`config.mk`:
```
export PLATFORM = sky130hd
export DESIGN_NAME = mem_access_unit
export DESIGN_NICKNAME = d
export VERILOG_FILES = /design/src/rtl/mem_access_unit.sv
export SDC_FILE = /design/constraint.sdc
export NUM_CORES = 1
export LEC_CHECK = 0
export CAP_MARGIN = 20
export CORE_MARGIN = 2
export CORE_UTILIZATION = 44
export DETAILED_ROUTE_END_ITERATION = 8
export PLACE_DENSITY = 0.81
export SYNTH_ARGS = -nofsm -noshare
export SYNTH_HDL_FRONTEND = slang
export SYNTH_SLANG_ARGS = --single-unit
export TNS_END_PERCENT = 10
```
`constraint.sdc`:
```
create_clock -name clk -period 2.52 [get_ports clk]
set_clock_uncertainty 0.2 [all_clocks]
set_input_delay 0.504 -clock clk [delete_from_list [all_inputs] [get_ports clk]]
set_output_delay 0.504 -clock clk [all_outputs]
set_load 0.1 [all_outputs]
```
`src/rtl/mem_access_unit.sv`:
```
// Memory-stage load/store unit: req/ack data-memory access with load formatting.
// Optional MEM_MISALIGN_TRAP_EN: trap misaligned accesses instead of issuing them.
module mem_access_unit #(
    parameter int unsigned TIMEOUT_CYCLES = 255
) (
    input  logic        clk,
    input  logic        rst,
    input  logic        ex_valid,
    input  logic [6:0]  opcode,
    input  logic [2:0]  funct3,
    input  logic [31:0] alu_out_data,
    input  logic [31:0] rs2_data,
    output logic        mem_stall,
    output logic        wb_valid,
    output logic [31:0] mem_data,
    output logic        dmem_req,
    output logic        dmem_we,
    output logic [31:0] dmem_addr,
    output logic [31:0] dmem_wdata,
    output logic [3:0]  dmem_be,
    input  logic        dmem_ack,
    input  logic [31:0] dmem_rdata,
    output logic        bus_err,
    output logic        misalign
);

    localparam logic [6:0] OP_LOAD  = 7'b0000011;
    localparam logic [6:0] OP_STORE = 7'b0100011;
    localparam logic [7:0] WAIT_LAST = 8'(TIMEOUT_CYCLES - 1);

    typedef enum logic {
        IDLE,
        REQ
    } state_t;

    state_t state;
    state_t state_next;

    logic [31:0] addr_q;
    logic [2:0]  f3_q;
    logic [31:0] rs2_q;
    logic        store_q;
    logic [7:0]  wait_cnt;

    logic        is_load;
    logic        is_store;
    logic        is_mem;
    logic        mis_acc;
    logic        accept;
    logic        pass;
    logic        trap;
    logic        done_ok;
    logic        done_to;
    logic        expire;
    logic [31:0] load_fmt;
    logic [7:0]  ld_byte;
    logic [15:0] ld_half;
    logic [3:0]  st_be;
    logic [31:0] st_wdata;

    assign is_load  = (opcode == OP_LOAD);
    assign is_store = (opcode == OP_STORE);
    assign is_mem   = is_load || is_store;
    assign expire   = (wait_cnt == WAIT_LAST);

`ifdef MEM_MISALIGN_TRAP_EN
    logic misalign_q;
    logic mis_half;
    logic mis_word;

    // Halfword and word alignment checks on the incoming address
    always_comb begin
        mis_half = 1'b0;
        mis_word = 1'b0;
        if (funct3 == 3'b001 || (is_load && funct3 == 3'b101))
            mis_half = alu_out_data[0];
        if (funct3 == 3'b010)
            mis_word = (alu_out_data[1:0] != 2'b00);
        mis_acc = mis_half || mis_word;
    end

    assign misalign = misalign_q;
`else
    assign mis_acc  = 1'b0;
    assign misalign = 1'b0;
`endif

    // Next-state and handshake decode
    always_comb begin
        state_next = state;
        mem_stall  = 1'b0;
        accept     = 1'b0;
        pass       = 1'b0;
        trap       = 1'b0;
        done_ok    = 1'b0;
        done_to    = 1'b0;
        unique case (state)
            IDLE: begin
                if (ex_valid) begin
                    if (is_mem && !mis_acc) begin
                        accept     = 1'b1;
                        mem_stall  = 1'b1;
                        state_next = REQ;
                    end else if (is_mem) begin
                        trap = 1'b1;
                    end else begin
                        pass = 1'b1;
                    end
                end
            end
            REQ: begin
                if (dmem_ack) begin
                    done_ok    = 1'b1;
                    state_next = IDLE;
                end else if (expire) begin
                    done_to    = 1'b1;
                    state_next = IDLE;
                end else begin
                    mem_stall = 1'b1;
                end
            end
            default: state_next = IDLE;
        endcase
    end

    // State register
    always_ff @(posedge clk) begin
        if (rst)
            state <= IDLE;
        else
            state <= state_next;
    end

    // Lane-select and extend the returned word
    always_comb begin
        ld_byte  = 8'h00;
        ld_half  = addr_q[1] ? dmem_rdata[31:16] : dmem_rdata[15:0];
        load_fmt = dmem_rdata;
        unique case (addr_q[1:0])
            2'b00:   ld_byte = dmem_rdata[7:0];
            2'b01:   ld_byte = dmem_rdata[15:8];
            2'b10:   ld_byte = dmem_rdata[23:16];
            default: ld_byte = dmem_rdata[31:24];
        endcase
        unique case (f3_q)
            3'b000:  load_fmt = {{24{ld_byte[7]}}, ld_byte};
            3'b100:  load_fmt = {24'h0, ld_byte};
            3'b001:  load_fmt = {{16{ld_half[15]}}, ld_half};
            3'b101:  load_fmt = {16'h0, ld_half};
            default: load_fmt = dmem_rdata;
        endcase
    end

    // Byte enables and replicated write data from the latched store
    always_comb begin
        st_be    = 4'b1111;
        st_wdata = rs2_q;
        unique case (f3_q)
            3'b000: begin
                st_be    = 4'b0001 << addr_q[1:0];
                st_wdata = {4{rs2_q[7:0]}};
            end
            3'b001: begin
                st_be    = 4'b0011 << {addr_q[1], 1'b0};
                st_wdata = {2{rs2_q[15:0]}};
            end
            default: begin
                st_be    = 4'b1111;
                st_wdata = rs2_q;
            end
        endcase
    end

    assign dmem_req   = (state == REQ);
    assign dmem_we    = dmem_req && store_q;
    assign dmem_addr  = dmem_req ? {addr_q[31:2], 2'b00} : 32'h0;
    assign dmem_be    = dmem_req ? st_be : 4'b0000;
    assign dmem_wdata = dmem_req ? st_wdata : 32'h0;

    // Latch the access on acceptance and count unanswered REQ cycles
    always_ff @(posedge clk) begin
        if (rst) begin
            addr_q   <= 32'h0;
            f3_q     <= 3'b000;
            rs2_q    <= 32'h0;
            store_q  <= 1'b0;
            wait_cnt <= 8'h00;
        end else if (accept) begin
            addr_q   <= alu_out_data;
            f3_q     <= funct3;
            rs2_q    <= rs2_data;
            store_q  <= is_store;
            wait_cnt <= 8'h00;
        end else if (state == REQ && !dmem_ack) begin
            wait_cnt <= wait_cnt + 8'h01;
        end
    end

    // Writeback result and status pulses
    always_ff @(posedge clk) begin
        if (rst) begin
            wb_valid <= 1'b0;
            bus_err  <= 1'b0;
            mem_data <= 32'h0;
        end else begin
            wb_valid <= pass || trap || done_ok || done_to;
            bus_err  <= done_to;
            if (pass || trap || done_to)
                mem_data <= 32'h0;
            else if (done_ok)
                mem_data <= store_q ? 32'h0 : load_fmt;
        end
    end

`ifdef MEM_MISALIGN_TRAP_EN
    // One-cycle misalignment trap pulse
    always_ff @(posedge clk) begin
        if (rst)
            misalign_q <= 1'b0;
        else
            misalign_q <= trap;
    end
`endif

endmodule

```
* Word level (Yosys, flattened, before mapping)
Cells that the tools add are included.
** Word-level totals
- Register bits :: 111
- Bits of input ports :: 110
- Output and inout bits :: 106
- Word-level logic and storage cells :: 55
** Cells by class
- Add/subtract/negate cells :: 1
- Eq/ne operators :: 8
- Shift operators :: 2
- Muxes and demuxes :: 23
- Bitwise logic cells :: 1
- Reductions and logical operators :: 11
** Operators with widths (count)
- one-hot mux 32 bit (4 select lines) :: 1
- two-way mux 32 bit :: 3
- one-hot mux 32 bit (2 select lines) :: 1
- one-hot mux 8 bit (3 select lines) :: 1
- two-way mux 16 bit :: 1
- two-way mux 1 bit :: 13
- adder 8 x 1 -> 8 bit, second input constant :: 1
- == test 8 bit, second input constant :: 1
- one-hot mux 4 bit (2 select lines) :: 1
- == test 7 x 2 -> 1 bit, second input constant :: 1
- == test 7 x 6 -> 1 bit, second input constant :: 1
- == test 3 bit, second input constant :: 2
- logical OR 1 bit :: 4
- two-way mux 4 bit :: 1
- OR reduction 2 bit :: 2
- << shifter 1 x 2 -> 4 bit, first input constant :: 1
- << shifter 2 x 2 -> 4 bit, first input constant :: 1
- == test 3 x 1 -> 1 bit, second input constant :: 1
- logical NOT 3 bit :: 1
- == test 2 x 1 -> 1 bit, second input constant :: 1
- == test 2 bit, second input constant :: 1
- logical AND 1 bit :: 2
- logical NOT 2 bit :: 1
- one-hot mux 1 bit (2 select lines) :: 1
- 2 further kinds :: 2

* Logic depth before layout (Yosys ltp)
Gate-level depths: netlist of run 1.
- Depth in word-level cells :: 7
- Depth in mapped cells :: 8
- Gate-level depth less buffers :: 6

* Worst setup path after synthesis of run 1
Ideal clock, no wire load.
- Path type :: register to output
- Start :: register state (netlist: dmem_req)
- End :: output port dmem_be[3]
- Data arrival time :: 3.696 ns
- Required time :: 1.816 ns
- Path slack :: -1.880 ns
- Stages on the path, launching flop included :: 4
- Buffers on the path :: 2
- Cell sequence :: dfxtp_1 > buf_2 > clkbuf_1 > a21boi_0
** Between the ends
- Cells in the longest elaborated chain, start to end :: 1
** Ends and longest elaborated chain
- start: declaration :: RTL line 36 : state_t state;
- start signal: assignment :: RTL line 131 : state <= state_next;
- two-way mux 4 bit :: RTL line 177 : assign dmem_be = dmem_req ? st_be : 4'b0000;
- end: declaration :: RTL line 20 : output logic [3:0] dmem_be,
Every way passes these cells.

* Worst setup path after layout of run 1
- Start :: input port opcode[3]
- End :: output port mem_stall
** Between the ends
- Cells in the longest elaborated chain, start to end :: 5
- Elaborated cells on any way between the ends :: 6
- Classes of those cells :: eq/ne (2); mux (3); reduce/logical (1)
** Ends and longest elaborated chain
- start: declaration :: RTL line 9 : input logic [6:0] opcode,
- == test 7 x 2 -> 1 bit or == test 7 x 6 -> 1 bit (tied branches) :: RTL line 61, 62
- logical OR 1 bit * :: RTL line 63 : assign is_mem = is_load || is_store;
- two-way mux 1 bit * :: RTL line 100 : if (is_mem && !mis_acc) begin
- two-way mux 1 bit * :: RTL line 99 : if (ex_valid) begin
- one-hot mux 1 bit (2 select lines) * :: RTL line 97 : unique case (state)
- end: declaration :: RTL line 13 : output logic mem_stall,
Mark *: on every way between the ends. The rest lies on a longest branch, timed or not.

==> flow_summary.json, run 1 <==
{
  "post_cts_buffers": 0,
  "hold_viol": 0,
  "fmax_ghz": 0.405,
  "gr-total-overflow": 0,
  "nNetsFinal": 979,
  "whs_ps": 251,
  "critical_path_required_ps": 1820,
  "area_growth_pct": 59.8,
  "first_pass_iters": 5,
  "crit_type": "in2out",
  "globalplace.congestion": 0.891,
  "cts_sinks": 111,
  "initialDrtViolationCount": 360,
  "cp_max_fo": 3,
  "clkLatencyLatePin_ps": 350,
  "cts_max_path_buffers": 2,
  "synth_edf_count": 0,
  "slew_headroom": 0.510,
  "powerDensity_nw_per_um2": 414,
  "async_flop_share": 0,
  "cp-start-kind": "input port",
  "numCtsBuffers": 9,
  "synth_fa_ha_area_frac": 0.00463,
  "fillCellCount": 884,
  "ant_nets": 0,
  "highest_layer": "met4",
  "vias": 5589,
  "ys_seq_elements": 111,
  "maxCapViolCount": 0,
  "leakagePower_nw": 2.98,
  "clk_pin_slew_worst_paths_ps": 70,
  "setup_viol": 0,
  "post_synth_num_cell_types": 46,
  "layout_setup_ws_ps": 50.2,
  "start_util": 0.450,
  "cts_tree": "built",
  "place_ws_ps": 4.86,
  "synth_area_um2": 5400,
  "io_buffers": 212,
  "core_um2": 12000,
  "grt_pass1_vias": 5537,
  "die_h_um": 115,
  "cts_max_level": 3,
  "reg2reg_slack_ps": 530,
  "synth_top_family_by_area": "simple AND/OR/NAND/NOR gates",
  "grt_usage": 0.261,
  "die_w_um": 115,
  "maxSlewViolCount": 0,
  "synth.area.mux_share": 0.0375,
  "seq_area_frac_synth": 0.411,
  "hold_end": "addr_q[21]$_SDFFE_PP0P_",
  "synth_compound_area_frac": 0.224,
  "antenna_found_initial": 0,
  "hp-start": "addr_q[21]$_SDFFE_PP0P_",
  "tightest_slew_ps": 735,
  "end_kind": "primary output",
  "status": "complete, no violations",
  "rsz0062_at_grt": "false",
  "io_pins": 216,
  "regToRegStartpoint": "addr_q[1]$_SDFFE_PP0P_",
  "cts_root_buffer": "clkbuf_16",
  "grt_max_degree": 70,
  "critPathArrivalTime_ps": 1770,
  "hold_depth": 2,
  "r2r_cells": 4,
  "finalCriticalPeriod_ps": 2470,
  "synthCells": 674,
  "dieArea_um2": 13200,
  "r2r-end": "mem_data[8]$_SDFFE_PP0P_",
  "hold_class": "reg2reg",
  "wl_met1_mm": 7.05,
  "synth_ff_type": "dfxtp_1",
  "fin_tns_setup_ps": 0,
  "wl_met2_mm": 8.54,
  "synth_area_per_cell_um2": 8.01,
  "wl_met3_mm": 1.31,
  "routedWlPerCell_um": 17.1,
  "drc": 0,
  "synth_warnings": 0,
  "drive_above_1_share": 0.256,
  "finalPower_w": 0.00357,
  "yosys.area_share.simple": 0.250,
  "post-dp-hpwl_mm": 12.7,
  "yosys.area_share.xor_xnor": 0.0114,
  "routed_wl_mm": 17.4,
  "ir_drop_mv": 0.302,
  "fin_crit_sh": 0.980,
  "vias_per_cell": 5.49,
  "num_antenna_cells": 0,
  "rows": 40,
  "cts_hold_buf": 0,
  "grt_first_pass_wirelength_mm": 27.4
}
logic make-up after synthesis:
| kind of cell | after synthesis |
|---|---|
| adder cells (fa/ha/maj) | 2 |
| AND/OR/NAND/NOR | 295 |
| XOR/XNOR | 7 |
| other | 1 |
| multiplexers | 19 |
| buffers and inverters | 61 |
| flip-flops | 111 |
| AO/OA/AOI/OAI | 178 |
worst max-delay path: stages:
cell and delay, ps:
clkdlybuf4s50_1 460, nor4_4 330, nand4_1 180, nand2_2 110, buf_12 170
worst max path at each step:
| stage | start | end | slack (ps) | cells past startpoint |
|---|---|---|---|---|
| 6_report | opcode[3] | mem_stall | 50 | 5 |
| 4_1_cts | opcode[3] | mem_stall | 40 | 5 |
| 3_5_place_dp | dmem_rdata[31] | mem_data[8]$_SDFFE_PP0P_ | 5 | 5 |
| 3_3_place_gp | dmem_rdata[31] | mem_data[8]$_SDFFE_PP0P_ | 40 | 5 |
| 5_1_grt | opcode[3] | mem_stall | 1 | 5 |
| 2_1_floorplan | dmem_req$_SDFF_PP0_ | dmem_be[3] | -220 | 3 |
flip-flops by register name (all words and copies together), names as in the netlist:
signal    cells
mem_data     32
wait_cnt      8
dmem_req      1
bus_err       1
rs2_q        32
store_q       1
addr_q       32
wb_valid      1
f3_q          3
final cells by class:
type,count,area [µm²],area share
well taps,147,184,0.0213
multi-input cells,504,2950,0.341
flip-flops and latches,111,2220,0.258
clock buffers,13,270,0.0313
clock inverters,2,38.8,0.00449
inverters,3,11.3,0.00130
repair buffers,238,2960,0.343
where the power goes:
part	internal (W)	switching, W
combinational	0.000179	0.000141
clock	0.000850	0.000640
sequential	0.00176	0.00000394
cells in the mapped netlist (3+ instances only):
master | n | area, µm²
inv_1 | 3 | 11.3
nor2b_1 | 13 | 81.3
o211a_1 | 8 | 80.1
dfxtp_1 | 111 | 2220
and2_1 | 40 | 250
a221o_1 | 5 | 50.1
xnor2_1 | 4 | 35.0
a21oi_1 | 75 | 375
o22ai_1 | 5 | 31.3
buf_4 | 3 | 22.5
nand4_1 | 4 | 25.0
buf_2 | 11 | 55.1
a22oi_1 | 16 | 120
mux2i_1 | 18 | 180
clkbuf_1 | 32 | 120
buf_6 | 10 | 113
o2111ai_1 | 3 | 26.3
nand3b_1 | 4 | 30.0
o221ai_1 | 8 | 70.1
o21ai_0 | 8 | 40.0
nand2_1 | 202 | 758
a21oi_2 | 30 | 263
nor3_1 | 10 | 50.1
nor2_1 | 6 | 22.5
a21boi_0 | 17 | 128
xor2_1 | 3 | 26.3
layer usage:
metal	vias up	GRT usage
met5	-	0
li1	2660	-
met1	2659	0.306
met4	0	0.104
met2	227	0.457
met3	43	0.0648
metrics by stage:
step / std cells / area [µm²] / util
global route: 1018 / 8630 / 0.719
finish: 1018 / 8630 / 0.719
floorplan: 676 / 5500 / -
global placement: 1003 / 8320 / 0.693
CTS: 1018 / 8630 / 0.718
detailed placement: 1003 / 8320 / 0.693
cell usage in the layout (no fill, tap or decap), types with 3 or more instances in the layout:
master,n
nand2_1,201
and2_1,29
dfxtp_1,110
clkdlybuf4s50_1,108
nor2_1,6
a221o_1,4
a22oi_1,16
a21oi_2,30
o221ai_1,8
conb_1,3
nor3_1,10
o211a_2,8
mux2i_1,18
clkbuf_8,3
o21ai_0,7
nand3b_1,4
o2111ai_1,3
buf_4,56
a21boi_2,17
o22ai_1,5
nor2b_1,11
xnor2_1,4
nand4_1,4
and2_2,11
buf_12,72
inv_1,3
xor2_1,3
a21oi_1,75
clkbuf_16,9
repair_timing:
action / CTS / global route
setup endpoints to repair: 0 / 3
resized for setup: 0 / 2
hold endpoints to repair: 0 / 0
(Power assumes the default switching activity.)
==> run 2: changes to the inputs <==
Settings changed: PLACE_DENSITY 0.81 to 0.89.
==> run 2 against run 1 <==
  * Critical path depth did not move
  * Via count barely moved
  * Power fell by 1.5%
  * Critical path type unchanged
  * Wire length fell by 0.59%
  * Sequential power barely moved
  * Maximum frequency barely moved
==> flow_summary.json, run 2 (same netlist as run 1, synthesis figures left out) <==
{
  "utilization": 0.717,
  "cts_root_buffer": "clkbuf_16",
  "vias": 5594,
  "area_growth_pct": 59.5,
  "cts_resized": 0,
  "numCtsBuffers": 9,
  "cp_max_fo": 3,
  "r2r_cells": 5,
  "cts_tree": "built",
  "vias_per_cell": 5.50,
  "leakagePower_nw": 2.97,
  "start_util": 0.450,
  "slew_headroom": 0.514,
  "final_common_cell": "nand2_1",
  "drc": 0,
  "drive_above_1_share": 0.255,
  "die_h_um": 115,
  "grt_first_pass_wirelength_mm": 27.0,
  "status": "complete, no violations",
  "ir_drop_mv": 0.375,
  "critical_path_required_ps": 1820,
  "powerDensity_nw_per_um2": 408,
  "nNetsFinal": 978,
  "gr-total-overflow": 0,
  "io_pins": 216,
  "globalplace.congestion": 0.890,
  "grt_max_degree": 70,
  "crit_type": "in2out",
  "post-dp-hpwl_mm": 12.4,
  "most-common-layout-cells": "201 x nand2_1, 110 x dfxtp_1, 108 x clkdlybuf4s50_1",
  "reg_top3": "addr_q: 32 flops, mem_data: 32 flops, rs2_q: 32 flops",
  "num_antenna_cells": 0,
  "dieArea_um2": 13200,
  "cp-start-kind": "input port",
  "place_ws_ps": 35.1,
  "initialDrtViolationCount": 511,
  "antenna_found_initial": 0,
  "rows": 40,
  "grt_usage": 0.259,
  "setup_viol": 0,
  "finalCriticalPeriod_ps": 2470,
  "die_w_um": 115,
  "first_pass_iters": 5,
  "hold_depth": 2,
  "fmax_ghz": 0.405,
  "routedWlPerCell_um": 17.0,
  "tightest_slew_ps": 729,
  "layout_setup_ws_ps": 52.3,
  "hold_viol": 0,
  "cts_hold_buf": 0,
  "placed_cell_area_um2": 8320,
  "maxSlewViolCount": 0,
  "fin_crit_sh": 0.979,
  "grt_pass1_vias": 5439,
  "hold_class": "reg2reg",
  "layout.cells.non_filler": 1017,
  "cts_max_level": 3,
  "io_buffers": 212,
  "core_um2": 12000,
  "cts_max_path_buffers": 2,
  "routed_wl_mm": 17.3,
  "ant_nets": 0,
  "post_cts_buffers": 0,
  "end_kind": "primary output",
  "rsz0062_at_grt": "false",
  "post-place-cells": 1002,
  "clk_pin_slew_worst_paths_ps": 70,
  "finalPower_w": 0.00352,
  "fin_area_um2": 8610,
  "maxCapViolCount": 0,
  "clkLatencyLatePin_ps": 350,
  "critPathArrivalTime_ps": 1760,
  "cts_sinks": 111
}
run 2: path summary, 6_finish.rpt:
path,from,to,slack (ps)
min,addr_q[31]$_SDFFE_PP0P_,addr_q[31]$_SDFFE_PP0P_,250
max reg2reg,dmem_req$_SDFF_PP0_,rs2_q[22]$_SDFFE_PP0P_,530
max,opcode[3],mem_stall,50
min reg2reg,addr_q[31]$_SDFFE_PP0P_,addr_q[31]$_SDFFE_PP0P_,250
run 2: final cells by class:
type                       instances  area (µm²)
fill                             870        3400
timing repair buffer             237        2960
multi-input combinational        504        2950
sequential                       111        2220
clock buffer                      10         229
tap                              147         184
clock inverter                     5        60.1
inverter                           3        11.3
run 2: metal layers:
| metal | wire (µm) | up-vias | GRT usage | share of wire |
|---|---|---|---|---|
| met4 | 475 | 0 | 0.0924 | 0.027 |
| li1 | - | 2661 | - | - |
| met5 | 0 | - | 0 | 0 |
| met2 | 8530 | 232 | 0.452 | 0.49 |
| met3 | 1440 | 40 | 0.0738 | 0.083 |
| met1 | 6880 | 2661 | 0.304 | 0.40 |
run 2: metrics by stage:
step                      setup TNS [ps]  hold WS, ps
after floorplan                    -7870          232
after global placement                 0          237
after detailed placement               0          243
after CTS                              0          253
after global routing                   0          271
final                                  0          253
run 2: where the power goes:
part | switching, W | internal, W | leakage, nW
clock | 0.000668 | 0.000769 | 0.139
sequential | 0.00000392 | 0.00176 | 0.895
combinational | 0.000140 | 0.000180 | 1.93
run 2: critical path, cell delays in order:
cell and delay [ps]:
clkdlybuf4s50_1 440, nor4_4 320, nand4_1 190, nand2_2 130, buf_12 180
==> run 3: changes to the inputs <==
Settings changed: CORE_UTILIZATION 44 to 45, CTS_BUF_LIST set to sky130_fd_sc_hd__clkbuf_2, HOLD_SLACK_MARGIN set to 0.06, PLACE_DENSITY 0.89 to 0.91, TNS_END_PERCENT 10 to 100.
==> run 3 against run 2 <==
  * The run now ends with setup timing left
  * Maximum frequency down 8.3%
  * Via count grew 7.8%
  * Global-route usage rose by 4.6 points
  * First-iteration DRC count increased by 4.1%
  * Count of clock-buffer cells in the layout stayed put
  * Clock power shrank 42%
  * Combinational power grew 7.2%
  * Worst hold slack got worse by 96 ps
  * Wire length grew 24%
  * Register-to-register slack got worse by 190 ps
  * Final cell count up 2.1%
  * Power fell by 16%
  * Largest power group unchanged
==> flow_summary.json, run 3 (same netlist as run 1, synthesis figures left out) <==
{
  "status": "finished with violations",
  "violations": "setup timing",
  "hold_viol": 0,
  "routed_wl_mm": 21.4,
  "grt_usage": 0.305,
  "place_ws_ps": 51.5,
  "vias_per_cell": 5.81,
  "vias": 6029,
  "antenna_found_initial": 0,
  "critPathBufInv": 2,
  "grt_max_degree": 70,
  "hold_class": "in2reg",
  "final_common_cell": "nand2_1",
  "cts_tree": "built",
  "highest_layer": "met4",
  "critical_path_required_ps": 1820,
  "drc": 0,
  "leakagePower_nw": 3.15,
  "first_pass_iters": 7,
  "grt_first_pass_wirelength_mm": 30.7,
  "area_growth_pct": 69.3,
  "clkLatencyLatePin_ps": 630,
  "post-place-cells": 1004,
  "cpMaxStageDelayCell": "dfxtp_4",
  "rsz0062_at_grt": "true",
  "crit_path_cell_trace": "nor2_4, clkbuf_16, nand2_2, a21boi_4, buf_12",
  "globalplace.congestion": 0.875,
  "setup_viol": 28,
  "cp_max_fo": 5,
  "numCtsBuffers": 9,
  "core_um2": 11900,
  "maxSlewViolCount": 0,
  "ir_drop_mv": 0.448,
  "slew_headroom": 0.494,
  "p_int_w": 0.00219,
  "cts_root_buffer": "clkbuf_2",
  "most-common-layout-cells": "176 x nand2_1, 108 x clkdlybuf4s50_1, 101 x dfxtp_1",
  "critPathArrivalTime_ps": 1990,
  "ant_nets": 0,
  "nNetsFinal": 999,
  "post-dp-hpwl_mm": 13.6,
  "io_pins": 216,
  "cts_sinks": 111,
  "io_buffers": 212,
  "powerDensity_nw_per_um2": 322,
  "pwr-share-clk": 0.283,
  "rows": 40,
  "maxCapViolCount": 0,
  "cp-start-kind": "flip-flop",
  "dieArea_um2": 12900,
  "pwr-share-seq": 0.600,
  "p_sw_w": 0.000761,
  "fmax_ghz": 0.372,
  "cts_max_level": 3,
  "layout_setup_ws_ps": -171,
  "routedWlPerCell_um": 20.6,
  "initialDrtViolationCount": 532,
  "layout.cells.non_filler": 1038,
  "switching_share": 0.258,
  "crit_type": "reg2out",
  "cts_max_path_buffers": 2,
  "finalPower_w": 0.00295,
  "wl_met2_mm": 10.4,
  "fin_tns_setup_ps": -3040,
  "combPwrFrac": 0.116,
  "num_antenna_cells": 0,
  "grt_pass1_vias": 6083,
  "start_util": 0.455,
  "fin_crit_sh": 1.07,
  "die_w_um": 114,
  "tightest_slew_ps": 758,
  "die_h_um": 114,
  "wl_met3_mm": 2.35,
  "slowest_delay_ps": 430,
  "wl_met1_mm": 7.57,
  "clk_pin_slew_worst_paths_ps": 320,
  "drive_above_1_share": 0.328,
  "end_kind": "primary output",
  "gr-total-overflow": 0,
  "finalCriticalPeriod_ps": 2690,
  "path_delay_family": "flip-flops",
  "reg_top3": "addr_q: 32 flops, mem_data: 32 flops, rs2_q: 32 flops"
}
run 3: cell types whose count changed in the layout (fill, tap and decap cells not counted), moves of 8 or more:
cell       before  now
nand2_4         0   10
nand2_1       201  176
o211a_4         0    8
a21boi_2       17    7
clkbuf_2        0   10
clkbuf_16       9    1
o211a_2         8    0
nand2_2         1   16
a21boi_4        0   10
dfxtp_1       110  101
run 3: path summary, 6_finish.rpt:
path         cells after the start  slack (ps)                         to                   start
max                              5        -170             dmem_wdata[16]    f3_q[2]$_SDFFE_PP0P_
min                              3         160      rs2_q[9]$_SDFFE_PP0P_             rs2_data[9]
max reg2reg                      4         340  mem_data[11]$_SDFFE_PP0P_  addr_q[1]$_SDFFE_PP0P_
min reg2reg                      2         280     addr_q[2]$_SDFFE_PP0P_  addr_q[2]$_SDFFE_PP0P_
run 3: metrics by stage:
step | area [µm²] | util | hold WS, ps
finish | 9150 | 0.771 | 157
CTS | 8850 | 0.746 | 102
global placement | 8440 | 0.712 | 236
floorplan | 5570 | - | 232
global route | 9150 | 0.771 | 101
detailed placement | 8440 | 0.712 | 246
run 3: timing repair:
action                                  CTS  global route
pin swaps                                 6            10
buffers inserted                          9             5
hold buffers                              1             0
endpoints found under the setup margin   59            52
gates cloned                              3             1
resized for setup                        48            58
endpoints found under the hold margin     7             0
run 3: worst register-to-register path, delay by kind of cell, from the launching register on:
kind | cells | cell delay (ps)
multiplexers | 1 | 590
AO/OA/AOI/OAI | 3 | 710
flip-flops | 1 | 600
run 3: area by class of cell:
type / instances / area (µm²)
Sequential cell: 111 / 2250
Fill cell: 697 / 2720
Tap cell: 147 / 184
Clock inverter: 5 / 57.6
Multi-Input combinational cell: 504 / 3320
Inverter: 3 / 13.8
Clock buffer: 10 / 50.0
Timing Repair Buffer: 258 / 3270
run 3: power by group through the flow:
stage	Clock, W	Combinational (W)	Sequential, W
finish	0.000834	0.000343	0.00177
global route	0.000914	0.000356	0.00177
CTS	0.000845	0.000329	0.00177
detailed placement	0	0.000319	0.00180
global placement	0	0.000315	0.00180
floorplan	0	0.0000980	0.00181
run 3: routing by layer:
layer,vias to the layer above,track usage
li1,2709,-
met1,2846,0.320
met2,378,0.532
met3,96,0.140
met4,0,0.121
met5,-,0
